[src/rtl/multicycle_control_fsm.sv]
// Multicycle RV32I control sequencer: fetch/decode/execute/memory/writeback walk
// with a ready-handshaked memory port. Define JAL_EN to build the jal path.
module multicycle_control_fsm (
    input  logic       clk,
    input  logic       rst,
    input  logic [6:0] op,
    input  logic       zero,
    input  logic       mem_ready,
    output logic       mem_req,
    output logic       mem_write,
    output logic       adr_src,
    output logic       ir_write,
    output logic       pc_write,
    output logic       reg_write,
    output logic [1:0] alu_src_a,
    output logic [1:0] alu_src_b,
    output logic [1:0] alu_op,
    output logic [1:0] result_src,
    output logic [1:0] imm_src,
    output logic       instr_done,
    output logic       illegal
);
    localparam logic [6:0] opLoad  = 7'b0000011;
    localparam logic [6:0] opStore = 7'b0100011;
    localparam logic [6:0] opRType = 7'b0110011;
    localparam logic [6:0] opIType = 7'b0010011;
    localparam logic [6:0] opBeq   = 7'b1100011;
    localparam logic [6:0] opJal   = 7'b1101111;

    typedef enum logic [3:0] {
        sFetch    = 4'd0,
        sDecode   = 4'd1,
        sMemAdr   = 4'd2,
        sMemRead  = 4'd3,
        sMemWb    = 4'd4,
        sMemWrite = 4'd5,
        sExecR    = 4'd6,
        sExecI    = 4'd7,
        sAluWb    = 4'd8,
        sBeq      = 4'd9,
        sTrap     = 4'd11
`ifdef JAL_EN
        , sJal    = 4'd10
`endif
    } state_t;

    typedef struct packed {
        logic       memReq;
        logic       memWrite;
        logic       adrSrc;
        logic       irWrite;
        logic       pcUpdate;
        logic       branch;
        logic       regWrite;
        logic [1:0] aluSrcA;
        logic [1:0] aluSrcB;
        logic [1:0] aluOp;
        logic [1:0] resultSrc;
        logic [1:0] immSrc;
        logic       instrDone;
        logic       illegal;
    } ctrl_t;

    state_t state, nextState;
    ctrl_t  ctrl, ctrlOut;
    logic [1:0] immDec;

    always_ff @(posedge clk or posedge rst) begin
        if (rst) state <= sFetch;
        else     state <= nextState;
    end

    always_comb begin
        immDec = 2'b00;
        case (op)
            opStore:         immDec = 2'b00;
            opBeq:           immDec = 2'b01;
            opLoad, opIType: immDec = 2'b10;
            opJal:           immDec = 2'b11;
            default:         immDec = 2'b00;
        endcase
    end

    always_comb begin
        nextState   = state;
        ctrl        = '0;
        ctrl.immSrc = immDec;
        case (state)
            sFetch: begin
                ctrl.memReq    = 1'b1;
                ctrl.aluSrcB   = 2'b10;
                ctrl.resultSrc = 2'b10;
                ctrl.irWrite   = mem_ready;
                ctrl.pcUpdate  = mem_ready;
                if (mem_ready) nextState = sDecode;
            end
            sDecode: begin
                // Branch target lands in ALUOut here so BEQ can commit it directly.
                ctrl.aluSrcA = 2'b01;
                ctrl.aluSrcB = 2'b01;
                case (op)
                    opLoad, opStore: nextState = sMemAdr;
                    opRType:         nextState = sExecR;
                    opIType:         nextState = sExecI;
                    opBeq:           nextState = sBeq;
`ifdef JAL_EN
                    opJal:           nextState = sJal;
`endif
                    default:         nextState = sTrap;
                endcase
            end
            sMemAdr: begin
                ctrl.aluSrcA = 2'b10;
                ctrl.aluSrcB = 2'b01;
                nextState    = (op == opLoad) ? sMemRead : sMemWrite;
            end
            sMemRead: begin
                ctrl.memReq = 1'b1;
                ctrl.adrSrc = 1'b1;
                if (mem_ready) nextState = sMemWb;
            end
            sMemWb: begin
                ctrl.resultSrc = 2'b01;
                ctrl.regWrite  = 1'b1;
                ctrl.instrDone = 1'b1;
                nextState      = sFetch;
            end
            sMemWrite: begin
                ctrl.memReq    = 1'b1;
                ctrl.memWrite  = 1'b1;
                ctrl.adrSrc    = 1'b1;
                ctrl.instrDone = mem_ready;
                if (mem_ready) nextState = sFetch;
            end
            sExecR: begin
                ctrl.aluSrcA = 2'b10;
                ctrl.aluOp   = 2'b10;
                nextState    = sAluWb;
            end
            sExecI: begin
                ctrl.aluSrcA = 2'b10;
                ctrl.aluSrcB = 2'b01;
                ctrl.aluOp   = 2'b10;
                nextState    = sAluWb;
            end
            sAluWb: begin
                ctrl.regWrite  = 1'b1;
                ctrl.instrDone = 1'b1;
                nextState      = sFetch;
            end
            sBeq: begin
                ctrl.aluSrcA   = 2'b10;
                ctrl.aluOp     = 2'b01;
                ctrl.branch    = 1'b1;
                ctrl.instrDone = 1'b1;
                nextState      = sFetch;
            end
`ifdef JAL_EN
            sJal: begin
                // ALUOut gets PC+4 for rd while the PC takes the target computed in DECODE.
                ctrl.aluSrcA  = 2'b01;
                ctrl.aluSrcB  = 2'b10;
                ctrl.pcUpdate = 1'b1;
                nextState     = sAluWb;
            end
`endif
            sTrap: begin
                ctrl         = '0;
                ctrl.illegal = 1'b1;
            end
            default: begin
                ctrl      = '0;
                nextState = sFetch;
            end
        endcase
    end

    // Reset masks every output, including the FETCH request the reset state would raise.
    assign ctrlOut    = rst ? '0 : ctrl;
    assign mem_req    = ctrlOut.memReq;
    assign mem_write  = ctrlOut.memWrite;
    assign adr_src    = ctrlOut.adrSrc;
    assign ir_write   = ctrlOut.irWrite;
    assign pc_write   = ctrlOut.pcUpdate | (ctrlOut.branch & zero);
    assign reg_write  = ctrlOut.regWrite;
    assign alu_src_a  = ctrlOut.aluSrcA;
    assign alu_src_b  = ctrlOut.aluSrcB;
    assign alu_op     = ctrlOut.aluOp;
    assign result_src = ctrlOut.resultSrc;
    assign imm_src    = ctrlOut.immSrc;
    assign instr_done = ctrlOut.instrDone;
    assign illegal    = ctrlOut.illegal;
endmodule

[config.mk]
export PLATFORM = sky130hd
export DESIGN_NAME = multicycle_control_fsm
export DESIGN_NICKNAME = d
export VERILOG_FILES = /design/src/rtl/multicycle_control_fsm.sv
export SDC_FILE = /design/constraint.sdc
export NUM_CORES = 1
export LEC_CHECK = 0
export CORE_ASPECT_RATIO = 0.75
export CORE_MARGIN = 1
export CORE_UTILIZATION = 29
export CTS_CLUSTER_DIAMETER = 100
export CTS_CLUSTER_SIZE = 25
export DETAILED_ROUTE_END_ITERATION = 10
export GPL_TIMING_DRIVEN = 0
export SETUP_SLACK_MARGIN = 0.05
export SLEW_MARGIN = 20
export SYNTH_ARGS = -nofsm -noshare
export SYNTH_HDL_FRONTEND = slang
export SYNTH_SLANG_ARGS = --single-unit
[constraint.sdc]
create_clock -name clk -period 2.65 [get_ports clk]
set_input_delay 0.53 -clock clk [delete_from_list [all_inputs] [get_ports clk]]
set_output_delay 0.53 -clock clk [all_outputs]
set_load 0.02 [all_outputs]
Word-level counts from Yosys, hierarchy flattened:

Cells that the tools add are included.

* bits in registers: 4
* output and inout bits: 18
* input bits: 11
* logic and storage cells: 56

* bitwise operators: 3
* eq/ne operators: 19
* muxes and demuxes: 21
* reduce and logical (&&, ||, !) cells: 12

Operators by type and width (count)
* $pmux 4 s7: 1
* $mux 19: 1
* $eq 4x3->1 const B: 4
* $pmux 2 s2: 4
* $pmux 4 s4: 1
* $eq 7x6->1 const B: 2
* $eq 7x7->1 const B: 2
* $eq 4x4->1 const B: 3
* $mux 4: 3
* $reduce_or 10->1: 1
* $reduce_or 2->1: 5
* $reduce_or 3->1: 3
* $eq 4x2->1 const B: 2
* $eq 7x2->1 const B: 1
* $eq 7x5->1 const B: 1
* $mux 1: 6
* $ne 2x2->1 const B: 3
* $pmux 2 s3: 1
* $eq 4x1->1 const B: 1
* $logic_not 4->1: 1
* $mux 2: 2
* $reduce_and 4->1: 1
* $reduce_or 4->1: 1
* $mux 3: 1
* 4 further kinds: 4

Longest topological paths before layout:

Gate-level depths: netlist of run 1.

* depth after elaboration: 7
* mapped depth: 5
* mapped depth without buffers: 4

Least setup slack after synthesis of run 1:

OpenSTA, ideal clock, no wires.

* path type: input to output
* start point: input port op[1]
* end point: output port imm_src[0]
* buffers on the path: 0
* arrival time: 2.082 ns
* path slack: 0.038 ns
* required time: 2.120 ns
* cell stages on the path: 3
* path through: nand2_1 or3_1 a2111oi_0

* word-level cells in the longest chain between the ends: 5

RTL lines
* from (decl): line 6 `input logic [6:0] op,`
* $eq 7x2->1 or $eq 7x5->1 (tied branches): line 75 `case (op)`
* $reduce_or 2->1: line 75
* $pmux 2 s3 (*): line 75
* $mux 2 (*): line 88 `case (state)`
* $mux 19 (*): line 179 `assign ctrlOut = rst ? '0 : ctrl;`
* to (decl): line 19 `output logic [1:0] imm_src,`

Every way passes the cells marked *; elsewhere a longest branch is shown, timed or not.

Worst setup path in the final report of run 1:

* start point: input port op[6]
* end point: output port imm_src[1]

Same word-level chain as after synthesis.

==> results by group, run 1 <==
Worst setup path
  – Cells along the critical path: clkdlybuf4s50_1 -> nand2_1 -> or3_4 -> o22a_2 -> a211oi_2 -> buf_4
  – Worst Setup SP: op[6]
  – CP required: 2.12 ns
  – Worst r2r src: state[2]
  – WS Path Type: primary input to output port
  – Crit Path Max Fanout: 3
  – CP startpoint kind: primary input
  – Worst Path Arrival: 2.01 ns
  – CP max stage delay: 0.51 ns
  – Worst setup EP type: output port
  – CP max-delay cell: clkdlybuf4s50_1

Timing
  – Fin. max-slew vios: 0
  – TNS Setup: 0 ns
  – Worst hold slack: 0.291 ns
  – RSZ-0062 raised after global routing: false
  – Final setup vio count: 0
  – Tcrit/Tclk final: 95.7%
  – Worst Tran Pin Value: 0.315 ns
  – Fmax: 0.394 GHz
  – Period minus WS final: 2.54 ns
  – Final Hold Viols: 0
  – Worst Skew: 0.00328 ns
  – Worst relative slew slack: 78.5%

Clocking
  – CTS Hold Bufs: 0
  – CTS Buf Count: 3
  – Clock Sink Count: 4
  – Clock Latency Late Sink: 0.23 ns
  – Root buffer cell: clkbuf_4
  – CTS tree: built
  – Clock slew at reported path FFs: 0.04 ns
  – Max Buffers Root-to-Sink: 2
  – Htree depth: 1

Routing
  – First-pass detailed-route iteration total: 4
  – Final WL: 1.59 mm
  – Via density: 5.20
  – DRC: 0
  – Wirelength per Cell: 12.0 um
  – Routed Antenna Nets: 0
  – DR iter-0 viols: 9
  – Via count: 687

Placed design
  – Final Wtd Congestion: 0.855
  – Placed cell areas: 842 um^2
  – Detail Placement HPWL: 1.25 mm
  – PortBufs: 27
  – Placed cell count: 129

Final layout
  – Share of post-route cells with drive strength above 1: 21.8%
  – Ant. Diodes: 0
  – Biggest register: state
  – Max reg flops: 4
  – Finished Layout Cells: 132
  – Layout area overhead: 66.6%
  – Most common cell after layout, fill and taps aside: nor2_1
  – Layout fillers: 169
  – Most frequent cells in the layout: 15 x nor2_1, 14 x clkdlybuf4s50_1, 7 x dlymetal6s2s_1, 6 x nand2b_1, 5 x nand2_1
  – NumNets Final: 123
  – Regs by FF count: state: 4 flops
  – Final instance area: 905 um^2

Synthesis
  – Unique masters post-synth: 36
  – Seq cells post-synth: 4
  – Top_reg_cell synth: dfrtp_1
  – Synthesized instance count: 80
  – Syn nets: 91
  – Ys Warns: 0
  – Seq/Total Area, Yosys: 18.4%
  – Cell area after synthesis: 543 um^2
  – EDFF count, synth: 0
  – Syn_area_per_cell: 6.79 um^2
  – Async SR Flop Fraction: 100%

GRT
  – M1 GR Usage: 24.8%
  – Total GRT Usage: 17.8%
  – Vias in the first global route: 567
  – Largest net degree at the start of global routing: 11
  – First-pass GRT wire length: 2.58 mm
  – Initial antenna violation count: 0
  – Most crowded layer after global routing: met1
  – GRT met3 Usage: 5.43%
  – Grt met2 use: 24.4%
  – Total congestion overflow: 0

Die
  – Core Region: 1740 um^2
  – Starting Density: 31.2%
  – Total Die Area: 2050 um^2
  – Die Wd: 52.0 um
  – Rows: 13
  – Io pins: 29
  – Die height: 39.5 um

Outcome
  – Status: completed

Pwr
  – Pleak: 0.000440 uW
  – Pwr Density: 814 nW/um^2
  – Max VDD drop: 0.300 mV
  – Tot Pwr: 736 uW

Job
  – Max-cap violations: 0

Min path
  – Worst min-delay path class: primary input to async pin
[cell usage after synthesis, drive strengths merged (2+ instances only)]
cell type	n	area, um^2
dfrtp	4	100
nand2	6	22.5
nor3	2	10.0
clkbuf	3	11.3
or3	2	12.5
a2111oi	3	32.5
o21ai	2	10.0
and2	2	12.5
nor2	16	60.1
or2	3	18.8
nor2b	3	18.8
inv	3	11.3
nand2b	6	37.5
a21oi	4	20.0
buf	3	16.3
[path summary, 6_finish.rpt]
path                            slack (ns)         end  cells after the start
worst max-delay path                  0.11  imm_src[1]                      6
worst min-delay path                  0.29    state[3]                      2
worst max register to register        1.28    state[0]                      4
worst min register to register        0.64    state[1]                      2
max in group asynchronous             2.20    state[0]                      2
min in group clk                      0.64    state[1]                      2
[metal layers]
layer	vias to the layer above	part of all wire, %
met5	-	0
met4	0	0.50
met3	2	7.6
met2	27	45
met1	313	47
li1	345	-
[power by group]
part           switching [uW]  internal (uW)
clock network            23.5           50.6
logic                     302            230
registers                42.0           87.7
total                     367            369
[worst max-delay path, delay by kind of cell]
family / cells / cell delay [ns]
and+or+nand+nor: 2 / 0.41
buffers and inverters: 2 / 0.68
AOI/OAI and AO/OA: 2 / 0.39
[cells by family (layout without fill, tap and decap cells)]
family / Yosys count / in the layout / share of synthesized area (%)
buf+inv: 9 / 39 / 7.14
flops: 4 / 4 / 18.4
compound gates: 19 / 19 / 26.3
simple gates: 45 / 45 / 43.1
mux: 1 / 1 / 1.84
xor+xnor: 2 / 2 / 3.23
[through the flow]
stage          utilization [%]  worst slack [ns]
2_1_floorplan                -             0.166
3_3_place_gp              48.4            -0.510
3_5_place_dp              48.4            -0.491
4_1_cts                   49.2           -0.0646
5_1_grt                   52.0            0.0702
6_report                  52.0             0.114
[layout make-up]
cell class	count	area (um^2)	share of cell area [%]
Multi-Input combinational cell	67	432	47.7
Timing Repair Buffer	28	283	31.3
Sequential cell	4	101	11.2
Buffer	5	27.5	3.04
Tap cell	22	27.5	3.04
Clock buffer	3	22.5	2.49
Inverter	3	11.3	1.24
[what timing repair did]
item                       4_1_cts  5_1_grt
resized for setup               18       15
setup endpoints to repair       10        5
buffers inserted                 0        1
pin swaps                        0        1
Power figures use the tool's default switching activity.
==> run 2: changes to the inputs <==
- CORE_ASPECT_RATIO: 0.75 -> unset
- HOLD_SLACK_MARGIN: unset -> 0.1
==> run 2 against run 1 <==
  * Cell area fell by 0.14%
  * Wire length up 1.1%
  * Power rose by 0.41%
  * Combinational power is 2% higher
  * Via count rose by 1.0%
  * Die area about the same
  * Setup slack got worse by 0.010 ns
  * Register-to-register slack hardly changed
  * First-iteration DRC count is 120% higher
==> results by group, run 2 (synthesis gave the netlist of run 1 again) <==
Clocking
  – Max Buffers Root-to-Sink: 2 (unchanged)
  – CTS tree: built
  – Clock Sink Count: 4 (unchanged)
  – Root buffer cell: clkbuf_4
  – Htree depth: 1 (unchanged)
  – CTS Buf Count: 3 (unchanged)
  – Clock slew at reported path FFs: 0.04 ns (about the same)
  – Clock Latency Late Sink: 0.23 ns (about the same)
  – Post-CTS Repair Setup Buffers: 0 (unchanged)

Pwr
  – Max VDD drop: 0.378 mV (+26%)
  – Pleak: 0.000454 uW (+3.1%)
  – Pwr Density: 818 nW/um^2 (+0.55%)

Timing
  – Fin. max-slew vios: 0 (unchanged)
  – RSZ-0062 raised after global routing: false
  – Final Hold Viols: 0 (unchanged)
  – Worst setup margin: 0.104 ns (-0.00997 ns)
  – Worst Tran Pin Value: 0.471 ns (+0.157 ns)
  – Fmax: 0.393 GHz (-0.39%)
  – Final setup vio count: 0 (unchanged)
  – Tcrit/Tclk final: 96.1% (+0.38 points)
  – Worst hold slack: 0.369 ns (+0.0778 ns)
  – Period minus WS final: 2.55 ns (+0.00997 ns)
  – Worst relative slew slack: 68.6% (-9.9 points)
  – Worst Skew: 0.00367 ns (+0.000384 ns)

GRT
  – Largest net degree at the start of global routing: 11 (unchanged)
  – Vias in the first global route: 566 (-0.18%)
  – First-pass GRT wire length: 2.42 mm (-6.4%)
  – Total congestion overflow: 0 (unchanged)
  – Total GRT Usage: 16.4% (-1.4 points)
  – Initial antenna violation count: 0 (unchanged)

Final layout
  – Max reg flops: 4 (unchanged)
  – Most frequent cells in the layout: 15 x nor2_1, 13 x clkdlybuf4s50_1, 9 x dlymetal6s2s_1, 6 x nand2b_1, 6 x nand2_1
  – Share of post-route cells with drive strength above 1: 19.3% (-2.6 points)
  – Register area: 101 um^2 (unchanged)
  – Final design utilization: 51.8% (-0.22 points)
  – Layout fillers: 198 (+17%)
  – Ant. Diodes: 0 (unchanged)
  – Finished Layout Cells: 134 (+1.5%)
  – Regs by FF count: state: 4 flops
  – Layout area overhead: 66.4%
  – Most common cell after layout, fill and taps aside: nor2_1
  – Area occupied by multi-input gates: 429 um^2 (-0.58%)
  – Biggest register: state
  – NumNets Final: 122 (-0.81%)

Die
  – Die height: 45.3 um (+15%)
  – Die Wd: 45.3 um (-13%)
  – Io pins: 29 (unchanged)
  – Total Die Area: 2050 um^2 (about the same)
  – Core Region: 1750 um^2 (+0.29%)
  – Rows: 15 (+2)
  – Starting Density: 31.1% (-0.089 points)

Placed design
  – Dpl ws: -0.496 ns (-0.00572 ns)
  – PortBufs: 27 (unchanged)
  – Final Wtd Congestion: 0.801 (-6.3%)
  – Placed cell count: 132 (+2.3%)
  – Detail Placement HPWL: 1.28 mm (+2.1%)

Worst setup path
  – CP required: 2.12 ns (about the same)
  – CP bufs+invs: 2 (unchanged)
  – Worst setup EP type: output port
  – Crit Path Max Fanout: 4 (+1)
  – WS Path Type: primary input to output port
  – Worst Path Arrival: 2.02 ns (about the same)
  – Critical R2R Capture: state[0]
  – CP max-delay cell: clkdlybuf4s50_1
  – Setup slack, reg-to-reg: 1.27 ns (about the same)
  – Cells along the critical path: clkdlybuf4s50_1 -> or3_1 -> o22a_2 -> a211oi_2 -> buf_4
  – Worst r2r src: state[2]
  – CP startpoint kind: primary input
  – Top delay family on crit path: buffers and inverters
  – CP max stage delay: 0.45 ns (-0.06 ns)
  – Register-to-Register Path Depth: 4 (unchanged)

Routing
  – Final WL: 1.60 mm (+1.1%)
  – Wirelength per Cell: 12.0 um (-0.44%)
  – First-pass detailed-route iteration total: 4 (unchanged)
  – Via count: 694 (+1.0%)
  – Via density: 5.18 (-0.49%)
  – Routed Antenna Nets: 0 (unchanged)
  – DRC: 0 (unchanged)
  – DR iter-0 viols: 20 (+11)

Outcome
  – Status: completed

Min path
  – Worst min-delay path class: primary input to async pin

Job
  – Max-cap violations: 0 (unchanged)
-- run 2: changes by cell type in the layout (fill, tap and decap cells not counted), sizes merged --
cell           before  now
buf                 5    4
clkdlybuf4s50      14   13
dlymetal6s2s        7    9
dlygate4sd2         4    3
-- run 2: area by class of cell --
class                      count  share of cell area [%]
inverter                       3                    1.25
tap                           25                    3.46
sequential                     4                    11.2
timing repair buffer          27                    31.2
buffer                         5                    2.91
multi-input combinational     67                    47.5
clock buffer                   3                    2.49
-- run 2: through the flow --
step | setup TNS (ns) | cell area, um^2 | power (uW)
6_report | 0 | 903 | 739
5_1_grt | 0 | 903 | 801
4_1_cts | -0.0695 | 855 | 729
3_5_place_dp | -1.04 | 846 | 661
3_3_place_gp | -1.04 | 846 | 655
2_1_floorplan | 0 | 544 | 470
-- run 2: power by group --
| part | internal, uW | switching, uW | leakage (uW) | total (uW) |
|---|---|---|---|---|
| sequential | 87.8 | 37.8 | 0.0000501 | 126 |
| combinational | 235 | 304 | 0.000390 | 540 |
| clock | 50.5 | 23.0 | 0.0000138 | 73.5 |
| total | 374 | 365 | 0.000454 | 739 |
-- run 2: worst max-delay path by stage --
stage | slack, ns | depth (start not counted) | start | endpoint
5_1_grt | 0.04 | 4 | op[4] | imm_src[0]
3_3_place_gp | -0.53 | 5 | op[3] | imm_src[1]
6_report | 0.10 | 5 | op[4] | imm_src[1]
3_5_place_dp | -0.50 | 5 | op[3] | imm_src[1]
4_1_cts | -0.07 | 5 | op[3] | imm_src[1]
2_1_floorplan | 0.17 | 5 | rst | pc_write
-- run 2: metal layers --
layer  vias up  global-route usage, %  part of all wire, %  wire (um)
met3         4                   2.80                  5.7         91
met5         -                      0                    0          0
met4         0                   9.70                  2.2         36
li1        345                      -                    -          -
met1       304                   18.4                   43        695
met2        41                   28.7                   49        779
-- run 2: timing repair --
| action | CTS | global route |
|---|---|---|
| gates resized for setup | 15 | 16 |
| hold buffers | 0 | 0 |
| endpoints found under the setup margin | 10 | 5 |
| pin swaps | 0 | 1 |
==> run 3: changes to the inputs <==
- GPL_TIMING_DRIVEN: 0 -> unset
==> run 3 against run 2 <==
  * Register-to-register slack got worse by 0.08 ns
  * Non-clock buffer count is 14 higher
  * Wire length up 5.1%
  * Cell area is 7.9% higher
  * Die area unchanged
  * Global-route usage rose by 1.9 points
  * Combinational power barely moved
==> results by group, run 3 (synthesis gave the netlist of run 1 again) <==
Timing
  – Worst setup margin: 0.148 ns (+0.0439 ns)
  – Worst Skew: 0.00685 ns (+0.00318 ns)
  – Final setup vio count: 0 (unchanged)
  – Worst Tran Pin Value: 0.343 ns (-0.129 ns)
  – Period minus WS final: 2.50 ns (-0.0439 ns)
  – Worst relative slew slack: 77.2% (+8.6 points)
  – Tcrit/Tclk final: 94.4% (-1.7 points)
  – RSZ-0062 raised after global routing: false
  – Fmax: 0.400 GHz (+1.8%)
  – Fin. max-slew vios: 0 (unchanged)
  – Final Hold Viols: 0 (unchanged)

Placed design
  – PortBufs: 28 (+3.7%)
  – Detail Placement HPWL: 1.37 mm (+7.6%)
  – Dpl ws: -0.451 ns (+0.0457 ns)
  – Final Wtd Congestion: 0.831 (+3.7%)

Clocking
  – Htree depth: 1 (unchanged)
  – Clock slew at reported path FFs: 0.04 ns (about the same)
  – CTS Buf Count: 3 (unchanged)
  – Clock Latency Late Sink: 0.23 ns (about the same)
  – Max Buffers Root-to-Sink: 2 (unchanged)
  – Clock Sink Count: 4 (unchanged)
  – Root buffer cell: clkbuf_4
  – CTS tree: built

Pwr
  – Comb power frac: 72.3% (-0.8 points)
  – Pleak: 0.000493 uW (+8.5%)
  – Sw Ratio: 49.0% (-0.40 points)
  – Switching pwr: 366 uW (about the same)
  – Max VDD drop: 0.402 mV (+6.5%)
  – Clock Power Share: 9.9% (about the same)
  – Cell Int Power: 380 uW (+1.7%)
  – Pwr Density: 765 nW/um^2 (-6.5%)
  – Sequential share of power: 17.8% (+0.8 points)

Die
  – Die height: 45.3 um (unchanged)
  – Io pins: 29 (unchanged)
  – Die Wd: 45.3 um (unchanged)
  – Starting Density: 31.1% (unchanged)
  – Total Die Area: 2050 um^2 (unchanged)
  – Core Region: 1750 um^2 (unchanged)
  – Rows: 15 (unchanged)

Final layout
  – Final design utilization: 55.8% (+4.1 points)
  – Share of post-route cells with drive strength above 1: 26.8% (+7.6 points)
  – Register area: 100 um^2 (-1.2%)
  – Biggest register: state
  – Most frequent cells in the layout: 19 x buf_4, 16 x nor2_1, 15 x dlygate4sd2_1, 7 x clkdlybuf4s50_1
  – Layout fillers: 190 (-4.0%)
  – Most common cell after layout, fill and taps aside: buf_4
  – Max reg flops: 4 (unchanged)
  – Regs by FF count: state: 4 flops
  – Ant. Diodes: 0 (unchanged)
  – NumNets Final: 136 (+11%)
  – Layout area overhead: 79.5%
  – Area occupied by multi-input gates: 420 um^2 (-2.0%)

Worst setup path
  – CP required: 2.12 ns (about the same)
  – Setup slack, reg-to-reg: 1.19 ns (-0.08 ns)
  – Worst Path Arrival: 1.97 ns (-0.05 ns)
  – Crit Path Max Fanout: 4 (unchanged)
  – WS Path Type: primary input to output port
  – Worst setup EP type: output port
  – CP startpoint kind: primary input

Routing
  – Via density: 4.93 (-4.8%)
  – First-pass detailed-route iteration total: 2 (-2)
  – Wirelength per Cell: 11.4 um (-4.9%)
  – Final WL: 1.68 mm (+5.1%)
  – DRC: 0 (unchanged)
  – Via count: 730 (+5.2%)
  – DR iter-0 viols: 9 (-55%)
  – Routed Antenna Nets: 0 (unchanged)

GRT
  – First-pass GRT wire length: 2.70 mm (+12%)
  – Initial antenna violation count: 0 (unchanged)
  – Total congestion overflow: 0 (unchanged)
  – Total GRT Usage: 18.3% (+1.9 points)
  – Vias in the first global route: 670 (+18%)
  – Largest net degree at the start of global routing: 12 (+1)

Job
  – Max-cap violations: 0 (unchanged)

Min path
  – Worst min-delay path class: register to register

Outcome
  – Status: completed
run 3: cell types whose count changed in the layout (fill, tap and decap cells not counted), sizes merged:
cell	previous run	this run
clkdlybuf4s15	0	1
buf	4	20
dlygate4sd2	3	15
dlymetal6s2s	9	2
clkbuf	6	4
clkdlybuf4s50	13	7
run 3: area by class of cell:
cell class              count  share of cell area (%)
clock buffers               3                    2.31
inverters                   3                    1.16
well taps                  25                    3.21
flip-flops and latches      4                    10.3
multi-input cells          67                    43.1
repair buffers             46                    39.9
run 3: final timing paths:
path,from,to,depth (start not counted)
worst min-delay path,state[3],state[1],2
max in group asynchronous,rst,state[1],4
worst min register to register,state[3],state[1],2
worst max-delay path,rst,illegal,4
worst max register to register,state[0],state[0],5
min in group asynchronous,rst,state[0],4
run 3: what timing repair did:
action | in CTS | in global routing
gates resized for setup | 30 | 6
buffers inserted | 0 | 0
setup endpoints to repair | 15 | 5
hold buffers | 0 | 0
run 3: through the flow:
step	total power (uW)	area (um^2)	cells	setup TNS, ns	hold WS, ns
floorplan	470	544	80	0	0.496
global placement	700	963	145	-1.48	0.637
detailed placement	705	963	145	-1.68	0.643
CTS	750	967	148	0	0.660
global route	814	975	148	0	0.686
finish	746	975	148	0	0.667
run 3: metal layers:
metal	GRT usage (%)	part of all wire, %
met5	0	0
met4	6.06	1.4
met3	6.80	7.2
met2	33.6	48
met1	19.0	43
run 3: power groups by stage:
| stage | Combinational [uW] | Sequential (uW) | Clock [uW] |
|---|---|---|---|
| 4_1_cts | 543 | 131 | 75.9 |
| 3_3_place_gp | 570 | 130 | 0 |
| 6_report | 539 | 132 | 74.0 |
| 5_1_grt | 592 | 137 | 84.1 |
| 2_1_floorplan | 372 | 98.5 | 0 |
| 3_5_place_dp | 574 | 131 | 0 |
run 3: worst max-delay path: stages:
cell	delay [ns]
clkdlybuf4s50_1	0.45
buf_4	0.17
nor3_1	0.19
clkdlybuf4s50_1	0.63
